**src/rtl/video_stream_pkg.sv**
```systemverilog
// ---------------------------------------------------------------------------
// video_stream_pkg
// Shared types and constants for the test-pattern video transmitter.
//   pattern_e  : pattern selector encoding (h-ramp, v-ramp, checker, frame count)
//   tx_state_e : transmitter FSM states, one-hot
//   CHECKER_SHIFT : coordinate bit that sets checker square size (2**3 = 8 px)
//   FCNT_W     : frame counter width
// ---------------------------------------------------------------------------
package video_stream_pkg;

    typedef enum logic [1:0] {
        PAT_HRAMP = 2'd0,
        PAT_VRAMP = 2'd1,
        PAT_CHECK = 2'd2,
        PAT_FCNT  = 2'd3
    } pattern_e;

    typedef enum logic [1:0] {
        IDLE = 2'b01,
        SEND = 2'b10
    } tx_state_e;

    localparam int CHECKER_SHIFT = 3;
    localparam int FCNT_W        = 8;

endpackage

```
**src/rtl/video_pattern_tx_if.sv**
```systemverilog
// ---------------------------------------------------------------------------
// video_pattern_tx_if
// Valid/ready pixel stream with start-of-frame (tuser) and end-of-line (tlast).
//   master : drives down_data, down_valid, down_tlast, down_tuser; reads down_ready
//   slave  : the reverse
// ---------------------------------------------------------------------------
interface video_pattern_tx_if #(
    parameter int D_WIDTH = 8
) ();

    logic [D_WIDTH-1:0] down_data;
    logic               down_valid;
    logic               down_tlast;
    logic               down_tuser;
    logic               down_ready;

    modport master (
        output down_data,
        output down_valid,
        output down_tlast,
        output down_tuser,
        input  down_ready
    );

    modport slave (
        input  down_data,
        input  down_valid,
        input  down_tlast,
        input  down_tuser,
        output down_ready
    );

endinterface

```
**src/rtl/video_pattern_tx_xy_counter.sv**
```systemverilog
// ---------------------------------------------------------------------------
// video_xy_counter
// Raster position of the next pixel to be loaded into the output register.
//   clk, rst  : clock, synchronous active-low reset
//   clear     : force position back to (0,0)
//   adv       : step to the next pixel, wrapping at H_ACTIVE / V_ACTIVE
//   x, y      : current position
//   line_end  : x is the last pixel of the line
//   frame_end : position is the last pixel of the frame
// ---------------------------------------------------------------------------
module video_xy_counter #(
    parameter int  H_ACTIVE = 640,
    parameter int  V_ACTIVE = 480,
    localparam int X_W      = $clog2(H_ACTIVE),
    localparam int Y_W      = $clog2(V_ACTIVE) + 1
) (
    input  logic           clk,
    input  logic           rst,
    input  logic           clear,
    input  logic           adv,
    output logic [X_W-1:0] x,
    output logic [Y_W-1:0] y,
    output logic           line_end,
    output logic           frame_end
);

    localparam logic [X_W-1:0] X_LAST = X_W'(H_ACTIVE - 1);
    localparam logic [Y_W-1:0] Y_LAST = Y_W'(V_ACTIVE - 1);

    logic [X_W-1:0] x_q, x_d;
    logic [Y_W-1:0] y_q, y_d;

    assign line_end  = (x_q == X_LAST);
    assign frame_end = line_end && (y_q == Y_LAST);
    assign x         = x_q;
    assign y         = y_q;

    always_comb begin
        x_d = x_q;
        y_d = y_q;
        if (clear) begin
            x_d = '0;
            y_d = '0;
        end else if (adv) begin
            if (line_end) begin
                x_d = '0;
                y_d = frame_end ? '0 : y_q + 1'b1;
            end else begin
                x_d = x_q + 1'b1;
            end
        end
    end

    always_ff @(posedge clk) begin
        if (!rst) begin
            x_q <= '0;
            y_q <= '0;
        end else begin
            x_q <= x_d;
            y_q <= y_d;
        end
    end

endmodule

```
**src/rtl/video_pattern_tx.sv**
```systemverilog
// ---------------------------------------------------------------------------
// video_pattern_tx
// Test-pattern frame generator driving a registered valid/ready pixel stream.
//   clk, rst    : clock, synchronous active-low reset
//   start       : one-cycle frame request, ignored while busy
//   continuous  : chain the next frame directly after the last pixel
//   pattern_sel : 0 h-ramp, 1 v-ramp, 2 8x8 checker, 3 solid frame count
//   down        : stream master (data/valid/tlast/tuser out, ready in)
//   busy        : frame in progress
//   frame_done  : one-cycle pulse after the last pixel of a frame is accepted
//
//   state | meaning
//   IDLE  | no stream activity, waiting for start
//   SEND  | output register holds a valid pixel; advance on each accept
// ---------------------------------------------------------------------------
module video_pattern_tx
    import video_stream_pkg::*;
#(
    parameter int  D_WIDTH  = 8,
    parameter int  H_ACTIVE = 640,
    parameter int  V_ACTIVE = 480,
    localparam int X_W      = $clog2(H_ACTIVE),
    localparam int Y_W      = $clog2(V_ACTIVE) + 1
) (
    input  logic                clk,
    input  logic                rst,
    input  logic                start,
    input  logic                continuous,
    input  logic [1:0]          pattern_sel,
    video_pattern_tx_if.master  down,
    output logic                busy,
    output logic                frame_done
);

    localparam logic [1:0] ST_IDLE = IDLE;
    localparam logic [1:0] ST_SEND = SEND;

    logic [1:0]          state_q, state_d;
    pattern_e            pat_q, pat_d;
    logic [D_WIDTH-1:0]  data_q, data_d;
    logic                valid_q, valid_d;
    logic                tlast_q, tlast_d;
    logic                tuser_q, tuser_d;
    logic                last_q, last_d;     // pixel in the output register ends the frame
    logic [FCNT_W-1:0]   fcnt_q, fcnt_d;
    logic                done_q, done_d;

    logic                ld;
    logic                load;
    logic                first;
    logic                cnt_clear;
    logic [X_W-1:0]      cnt_x;
    logic [Y_W-1:0]      cnt_y;
    logic                cnt_line_end;
    logic                cnt_frame_end;
    logic                x_chk, y_chk;
    logic [D_WIDTH-1:0]  fcnt_rep;
    logic [D_WIDTH-1:0]  pix;
    pattern_e            pat_use;

    assign ld = ~valid_q | down.down_ready;

    video_xy_counter #(
        .H_ACTIVE (H_ACTIVE),
        .V_ACTIVE (V_ACTIVE)
    ) u_xy (
        .clk       (clk),
        .rst       (rst),
        .clear     (cnt_clear),
        .adv       (load),
        .x         (cnt_x),
        .y         (cnt_y),
        .line_end  (cnt_line_end),
        .frame_end (cnt_frame_end)
    );

    // Narrow rasters never reach the checker bit; treat it as 0 there.
    if (X_W > CHECKER_SHIFT) begin : g_xchk
        assign x_chk = cnt_x[CHECKER_SHIFT];
    end else begin : g_xchk_zero
        assign x_chk = 1'b0;
    end

    if (Y_W > CHECKER_SHIFT) begin : g_ychk
        assign y_chk = cnt_y[CHECKER_SHIFT];
    end else begin : g_ychk_zero
        assign y_chk = 1'b0;
    end

    // Frame count replicated or truncated to the pixel width. fcnt_d is used
    // so the first pixel of a chained frame already shows the new count.
    for (genvar i = 0; i < D_WIDTH; i++) begin : g_fcnt
        assign fcnt_rep[i] = fcnt_d[i % FCNT_W];
    end

    always_comb begin
        state_d   = state_q;
        valid_d   = valid_q;
        fcnt_d    = fcnt_q;
        done_d    = 1'b0;
        load      = 1'b0;
        first     = 1'b0;
        cnt_clear = 1'b0;
        case (state_q)
            ST_IDLE: begin
                if (start) begin
                    load    = 1'b1;
                    first   = 1'b1;
                    valid_d = 1'b1;
                    state_d = ST_SEND;
                end
            end
            ST_SEND: begin
                if (ld) begin
                    if (last_q) begin
                        done_d = 1'b1;
                        fcnt_d = fcnt_q + 1'b1;
                        if (continuous) begin
                            load  = 1'b1;
                            first = 1'b1;
                        end else begin
                            valid_d   = 1'b0;
                            state_d   = ST_IDLE;
                            cnt_clear = 1'b1;
                        end
                    end else begin
                        load = 1'b1;
                    end
                end
            end
            default: begin
                valid_d = 1'b0;
                state_d = ST_IDLE;
            end
        endcase
    end

    always_comb begin
        pat_d   = pat_q;
        data_d  = data_q;
        tlast_d = tlast_q;
        tuser_d = tuser_q;
        last_d  = last_q;
        pat_use = first ? pattern_e'(pattern_sel) : pat_q;
        case (pat_use)
            PAT_HRAMP: pix = D_WIDTH'(cnt_x);
            PAT_VRAMP: pix = D_WIDTH'(cnt_y);
            PAT_CHECK: pix = {D_WIDTH{x_chk ^ y_chk}};
            PAT_FCNT:  pix = fcnt_rep;
            default:   pix = '0;
        endcase
        if (load) begin
            data_d  = pix;
            tlast_d = cnt_line_end;
            tuser_d = (cnt_x == '0) && (cnt_y == '0);
            last_d  = cnt_frame_end;
            if (first) begin
                pat_d = pattern_e'(pattern_sel);
            end
        end
    end

    always_ff @(posedge clk) begin
        if (!rst) begin
            state_q <= ST_IDLE;
            pat_q   <= PAT_HRAMP;
            data_q  <= '0;
            valid_q <= 1'b0;
            tlast_q <= 1'b0;
            tuser_q <= 1'b0;
            last_q  <= 1'b0;
            fcnt_q  <= '0;
            done_q  <= 1'b0;
        end else begin
            state_q <= state_d;
            pat_q   <= pat_d;
            data_q  <= data_d;
            valid_q <= valid_d;
            tlast_q <= tlast_d;
            tuser_q <= tuser_d;
            last_q  <= last_d;
            fcnt_q  <= fcnt_d;
            done_q  <= done_d;
        end
    end

    assign down.down_data  = data_q;
    assign down.down_valid = valid_q;
    assign down.down_tlast = tlast_q;
    assign down.down_tuser = tuser_q;
    assign busy            = (state_q == ST_SEND);
    assign frame_done      = done_q;

endmodule

```
**src/flat_wrapper.sv**
```systemverilog
// flat-port wrapper written by rule: the top's interface ports become plain ports
module video_pattern_tx_flat import video_stream_pkg::*;
#(
    parameter int  D_WIDTH  = 8,
    parameter int  H_ACTIVE = 640,
    parameter int  V_ACTIVE = 480,
    localparam int X_W      = $clog2(H_ACTIVE),
    localparam int Y_W      = $clog2(V_ACTIVE) + 1
)
  (clk, rst, start, continuous, pattern_sel, busy, frame_done, down_down_data, down_down_valid, down_down_tlast, down_down_tuser, down_down_ready);
  video_pattern_tx_if #(.D_WIDTH(D_WIDTH)) down_i ();
  input  logic clk;
  input  logic rst;
  input  logic start;
  input  logic continuous;
  input  logic [1:0] pattern_sel;
  output logic busy;
  output logic frame_done;
  output wire logic [$bits(down_i.down_data)-1:0] down_down_data;
  output wire logic [$bits(down_i.down_valid)-1:0] down_down_valid;
  output wire logic [$bits(down_i.down_tlast)-1:0] down_down_tlast;
  output wire logic [$bits(down_i.down_tuser)-1:0] down_down_tuser;
  input wire logic [$bits(down_i.down_ready)-1:0] down_down_ready;
  assign down_down_data = down_i.down_data;
  assign down_down_valid = down_i.down_valid;
  assign down_down_tlast = down_i.down_tlast;
  assign down_down_tuser = down_i.down_tuser;
  assign down_i.down_ready = down_down_ready;
  video_pattern_tx #(.D_WIDTH(D_WIDTH), .H_ACTIVE(H_ACTIVE), .V_ACTIVE(V_ACTIVE)) u_core (.clk(clk), .rst(rst), .start(start), .continuous(continuous), .pattern_sel(pattern_sel), .down(down_i), .busy(busy), .frame_done(frame_done));
endmodule
```
**config.mk**
```make
export PLATFORM = sky130hd
export DESIGN_NAME = video_pattern_tx_flat
export DESIGN_NICKNAME = d
export VERILOG_FILES = /design/src/rtl/video_stream_pkg.sv /design/src/rtl/video_pattern_tx_if.sv /design/src/rtl/video_pattern_tx_xy_counter.sv /design/src/rtl/video_pattern_tx.sv /design/src/flat_wrapper.sv
export SDC_FILE = /design/constraint.sdc
export NUM_CORES = 1
export LEC_CHECK = 0
export CAP_MARGIN = 20
export CORE_MARGIN = 4
export CORE_UTILIZATION = 40
export CTS_CLUSTER_SIZE = 40
export DETAILED_ROUTE_END_ITERATION = 7
export PLACE_DENSITY = 0.56
export SETUP_SLACK_MARGIN = 0.15
export SKIP_LAST_GASP = 1
export SYNTH_ARGS = -nofsm -noshare
export SYNTH_HDL_FRONTEND = slang
export SYNTH_HIERARCHICAL = 1
export SYNTH_SLANG_ARGS = --single-unit
```
**constraint.sdc**
```tcl
create_clock -name clk -period 6 [get_ports clk]
set_input_delay 1.2 -clock clk [delete_from_list [all_inputs] [get_ports clk]]
set_output_delay 1.2 -clock clk [all_outputs]
set_load 0.01 [all_outputs]
```
# Word-level counts from Yosys, hierarchy flattened
# Cells that the tools add are included.
# word_totals
register_bits	45
latch_bits	0
mem_bits_rw	0
mem_bits_ro	0
inputBits	7
out_inout_bits	13
wordCells	68
memories	0
# classes
addsub	3
multipliers	0
n_div	0
n_lt_le_gt_ge	0
n_eq_ne	11
n_shift	0
muxes	30
bitwise	4
reduce_logical	9
# op_table
operator	n
case mux 8 bit (4 select lines)	1
two-way mux 8 bit	3
adder 10 x 1 -> 10 bit (second input constant)	2
logical NOT 10 bit	2
two-way mux 10 bit	2
two-way mux 1 bit	15
equality test 10 bit (second input constant)	1
equality test 10 x 9 -> 1 bit (second input constant)	1
two-way mux 2 bit	5
adder 8 x 1 -> 8 bit (second input constant)	1
equality test 2 bit (second input constant)	3
case mux 1 bit (2 select lines)	3
equality test 2 x 1 -> 1 bit (second input constant)	2
!= test 2 x 1 -> 1 bit (second input constant)	2
!= test 2 bit (second input constant)	2
case mux 2 bit (2 select lines)	1
AND reduction 4 bit	1
AND reduction 3 bit	1
logical AND 1 bit	2
logical NOT 2 bit	1
inverter 1 bit	2
AND reduction 2 bit	1
OR reduction 2 bit	1
bitwise OR 1 bit	1
XOR 1 bit	1

# Longest topological paths before layout
# depth
word_depth	7
depth_mapped	11

# Modules after synthesis
# Netlist, hierarchy kept.
# modules_own_cells
mod	n_inst	cells_per_inst	area_per_inst_um2	seq_area_each_um2
video_pattern_tx	1	157	1470.2	480.5
video_xy_counter	1	115	983.4	400.4

# Least setup slack after synthesis
# OpenSTA, ideal clock, no wires.
# synth_path
kind	input-to-reg
start	input port continuous
end	register u_core.u_xy.y_q[5] (netlist: u_core/u_xy/y[5])
setup_time_ns	0.096
arrival_time_ns	2.658
required_time_ns	5.904
path_slack_ns	3.247
path_stages	9
path_buffers	3
cell_sequence	nand2b_1 > a31oi_1 > buf_2 > inv_1 > buf_2 > nand4_2 > clkbuf_1 > o211ai_1 > o41ai_2
# synth_via
elab_chain_cells	5
word_cells_on_any_way	10
# synth_rtl
element	line	source
start, declared	flat_wrapper.sv:15	input logic continuous;
two-way mux 1 bit	video_pattern_tx.sv:118	if (continuous) begin
two-way mux 1 bit	video_pattern_tx.sv:115	if (last_q) begin
two-way mux 1 bit	video_pattern_tx.sv:114	if (ld) begin
case mux 1 bit (2 select lines)	video_pattern_tx.sv:104	case (state_q)
named net u_core.load	video_pattern_tx.sv:49	logic load;
AND reduction 2 bit (no source line)	--	
end signal, assigned	video_pattern_tx_xy_counter.sv:60	y_q <= y_d;
end, declared	video_pattern_tx_xy_counter.sv:31	logic [Y_W-1:0] y_q, y_d;
# The timed path passes the listed nets, and every way through them passes these cells.
# A chain may end at the register's enable or synchronous reset.

# Final worst setup path
# layout_path
start	input port start
end	register u_core.u_xy.y_q[4] (netlist: u_core/u_xy/y[4])
# layout_via
elab_chain_cells	3
# layout_rtl
element	line	source
start, declared	flat_wrapper.sv:14	input logic start;
two-way mux 1 bit	video_pattern_tx.sv:106	if (start) begin
case mux 1 bit (2 select lines)	video_pattern_tx.sv:104	
named net u_core.load	video_pattern_tx.sv:49	
AND reduction 2 bit (no source line)	--	
# The timed path passes the listed nets, and every way through them passes these cells.

==> metrics.md <==
| Metric | Value |
|---|---|
| Outcome | completed |
| Number of global-route vias before repair | between 2,000 and 2,500 |
| Final hold vios | 0 |
| Nets@finish | 302 |
| Setup TNS | 0 ns |
| Slowest stage cell, crit path | or4_1 |
| Post-CTS setup buffer count | 0 |
| Ys flop type | dfxtp_1 |
| Clk root buf | clkbuf_8 |
| Syn_area_per_cell | 9.02 sq um |
| Net Sw Power | 0.000166 W |
| Pre-CTS WS | 2.52 ns |
| Post-synth top area cell | dfxtp_1 |
| Worst setup SP type | input port |
| Die X | 86.3 um |
| Fin crit period | 3.20 ns |
| Congestion Overflow GR | 0 |
| Initial antenna violation count | 0 |
| Max incr delay on CP | 0.51 ns |
| Synth Instances | 272 |
| PwrDens | 227 nW/um^2 |
| Critical path data arrival time | 3.42 ns |
| Ant. Diodes | 0 |
| Hold Path Class | flip-flop to flip-flop |
| Comb pwr share | 16.3% |
| Die area | 7450 sq um |
| Final worst setup slack | 2.80 ns |
| Synthesized area | 2450 sq um |
| Internal power | 0.000472 W |
| Vias | between 2,000 and 2,500 |
| Synth unique cells | 56 |
| DR pass1 iterations | 4 |
| Drt initial violations | 106 |
| Dpl hpwl | 4170 um |
| Layout area overhead | 14.4% |
| Fmax | 313 MHz |
| Max-cap violations | 0 |
| Worst vdd ir | 0.151 mV |
| Finish-stage setup viols | 0 |
| Tot GR Track Use | 16.1% |
| CTS H-tree lvls | 2 |
| Largest net degree at the start of global routing | 28 |
| PostCTS Resize Cnt | 0 |
| Critical path type | input port to flip-flop |
| Most frequent cells in the layout | dfxtp_1, nand2_1, clkdlybuf4s50_1, nand3_1 |
| Min-delay src | u_core/state_q[0] |
| Clk sinks | 44 |
| Reg2reg path depth | 9 |
| Post-cts hold buffer count | 0 |
| Reg power frac | 48.5% |
| Top cells by area, synth | dfxtp_1, mux2i_1, xor2_1 |
| Crit path required time | ~6.2 ns |
| Starting Density | 41.4% |
| Clk slew on worst S/H paths | 0.08 ns |
| Worst slew margin | 55.8% |
| Commonest non-fill, non-tap cell in the layout | dfxtp_1 |
| RSZ-0062 raised after global routing | false |
| Routed WL | 5650 um |
| Rows | 28 |
| # port buffers | 19 |
| Max FO, Critical Path | 13 |
| YS warnings | 6 |
| Num CTS Buffers | 5 |
| R2R Path End | u_core/u_xy/y[4] |
| Residual DRC | 0 |
| First-pass GRT wire length | 9720 um |
| Max Slew Vio Count | 0 |
| Hold path depth | 1 |
| Setup Skew | 0.00272 ns |
| Insertion delay to the later sink of the worst-skew pair | between 0.2 and 0.3 ns |
| Worst Setup End Kind | flip-flop |
| Die H | 86.3 um |
| Placer Congestion | 0.787 |
| Post-route antenna net violation count | 0 |
| Core area | ~5900 sq um |
| Leak | ~1.1 nW |
| Sequential element share of the synthesized area | between 30% and 40% |
| Synth Net Count | 284 |
| IO Pins | 20 |
| R2r setup slk | 3.30 ns |
| Crit-path cells | clkdlybuf4s50_1 -> and3b_1 -> a31oi_1 -> buf_4 -> inv_1 -> nand4_2 -> or4_1 -> a21oi_1 |
| Clock power frac | 35.2% |
| CTS tree | done |
| Measured slew at the worst slew-check pin | 0.661 ns |
| Vias per cell | between 5 and 6 |
| Min-Delay Endpoint | u_core/state_q[0] |
| Synth Register Bits | 44 |
| Async SR Flop Fraction | 0% |
| Switching share of power | 26.1% |
| Worst r2r src | u_core/state_q[1] |
| Fin crit share | 53.3% |
| DR WL/cell | approximately 15 um |
| Layout cell share with drive strength beyond 1 | a little over 8% |
| Number of synthesized flops with an enable pin | 0 |
| Synth top area share | 35.9% |
| Clk buf depth | 2 |
[power by group through the flow]
stage                      logic, W  clock network (W)  registers (W)
after global placement     0.000105                  0       0.000316
after global routing       0.000114           0.000242       0.000311
final                      0.000104           0.000225       0.000309
after detailed placement   0.000104                  0       0.000316
after CTS                  0.000105           0.000234       0.000310
after floorplan           0.0000731                  0       0.000317
[metrics by stage]
stage          std cells  hold slack [ns]  utilization, %  cell area (sq um)  total power, W
4_1_cts              366            0.503            47.4               2810        0.000648
2_1_floorplan        272            0.453               -               2450        0.000390
5_1_grt              366            0.541            47.4               2810        0.000667
6_report             366            0.499            47.4               2810        0.000638
3_5_place_dp         358            0.484            45.6               2700        0.000421
3_3_place_gp         358            0.478            45.6               2700        0.000421
[state kept, by name, summed over array words and instances, names as in the netlist]
register / flops
u_core/down.down_tlast: 1
u_core/state_q: 2
u_core/u_xy/y: 10
u_core/last_q: 1
u_core/down.down_tuser: 1
u_core/pat_q: 2
u_core/frame_done: 1
u_core/down.down_data: 8
u_core/fcnt_q: 8
u_core/u_xy/x: 10
[synth_stat cells, types with 2 or more instances]
cell type,instances
nor4_1,7
nor2_1,14
o21ai_0,5
buf_2,3
o211ai_1,8
nand4_1,6
a21oi_1,10
o2111ai_1,6
nand3_1,16
a31oi_1,2
dfxtp_1,44
nor2b_1,14
or3_1,5
xor2_1,11
and4_1,3
inv_1,6
nor3_1,5
and2_1,9
nand2_1,20
o41ai_2,2
nand4b_1,2
xnor2_1,6
and3_1,5
clkbuf_1,5
and3b_1,3
nand2b_1,7
mux2i_1,11
o22ai_1,5
ha_1,5
[logic make-up after synthesis]
family / after synthesis / share of synthesized area (%)
flops: 44 / 35.9
fa+ha+maj: 5 / 2.55
buf+inv: 16 / 3.06
simple gates: 128 / 31.0
xor+xnor: 17 / 6.07
mux: 14 / 6.48
compound gates: 48 / 15.0
[worst max-delay path by stage]
stage | endpoint | slack [ns] | start
after CTS | u_core/u_xy/x[8] | 2.83 | down_down_ready
after global placement | u_core/u_xy/y[4] | 2.53 | start
after global routing | u_core/u_xy/x[3] | 2.57 | down_down_ready
after floorplan | u_core/u_xy/y[5] | 3.25 | continuous
after detailed placement | u_core/u_xy/x[8] | 2.52 | down_down_ready
final | u_core/u_xy/y[4] | 2.80 | start
[routing by layer]
metal | track usage, % | up-vias | routed length (um)
li1 | - | 1034 | -
met1 | 21.8 | 977 | 2730
met2 | 26.6 | 37 | 2690
met3 | 2.76 | 8 | 157
met4 | 4.39 | 0 | 72
met5 | 0 | - | 0
[critical path: cells and delay by family]
| kind | cells | cell delay (ns) |
|---|---|---|
| simple gates | 3 | 1.08 |
| buf+inv | 3 | 0.91 |
| compound gates | 2 | 0.21 |
[final cells by class]
type	count	area, sq um
Fill cell	593	3110
Multi-Input combinational cell	212	1500
Sequential cell	44	881
Timing Repair Buffer	21	205
Tap cell	75	93.8
Clock buffer	6	72.6
Clock inverter	2	35.0
Inverter	6	22.5
Power figures use the tool's default switching activity.
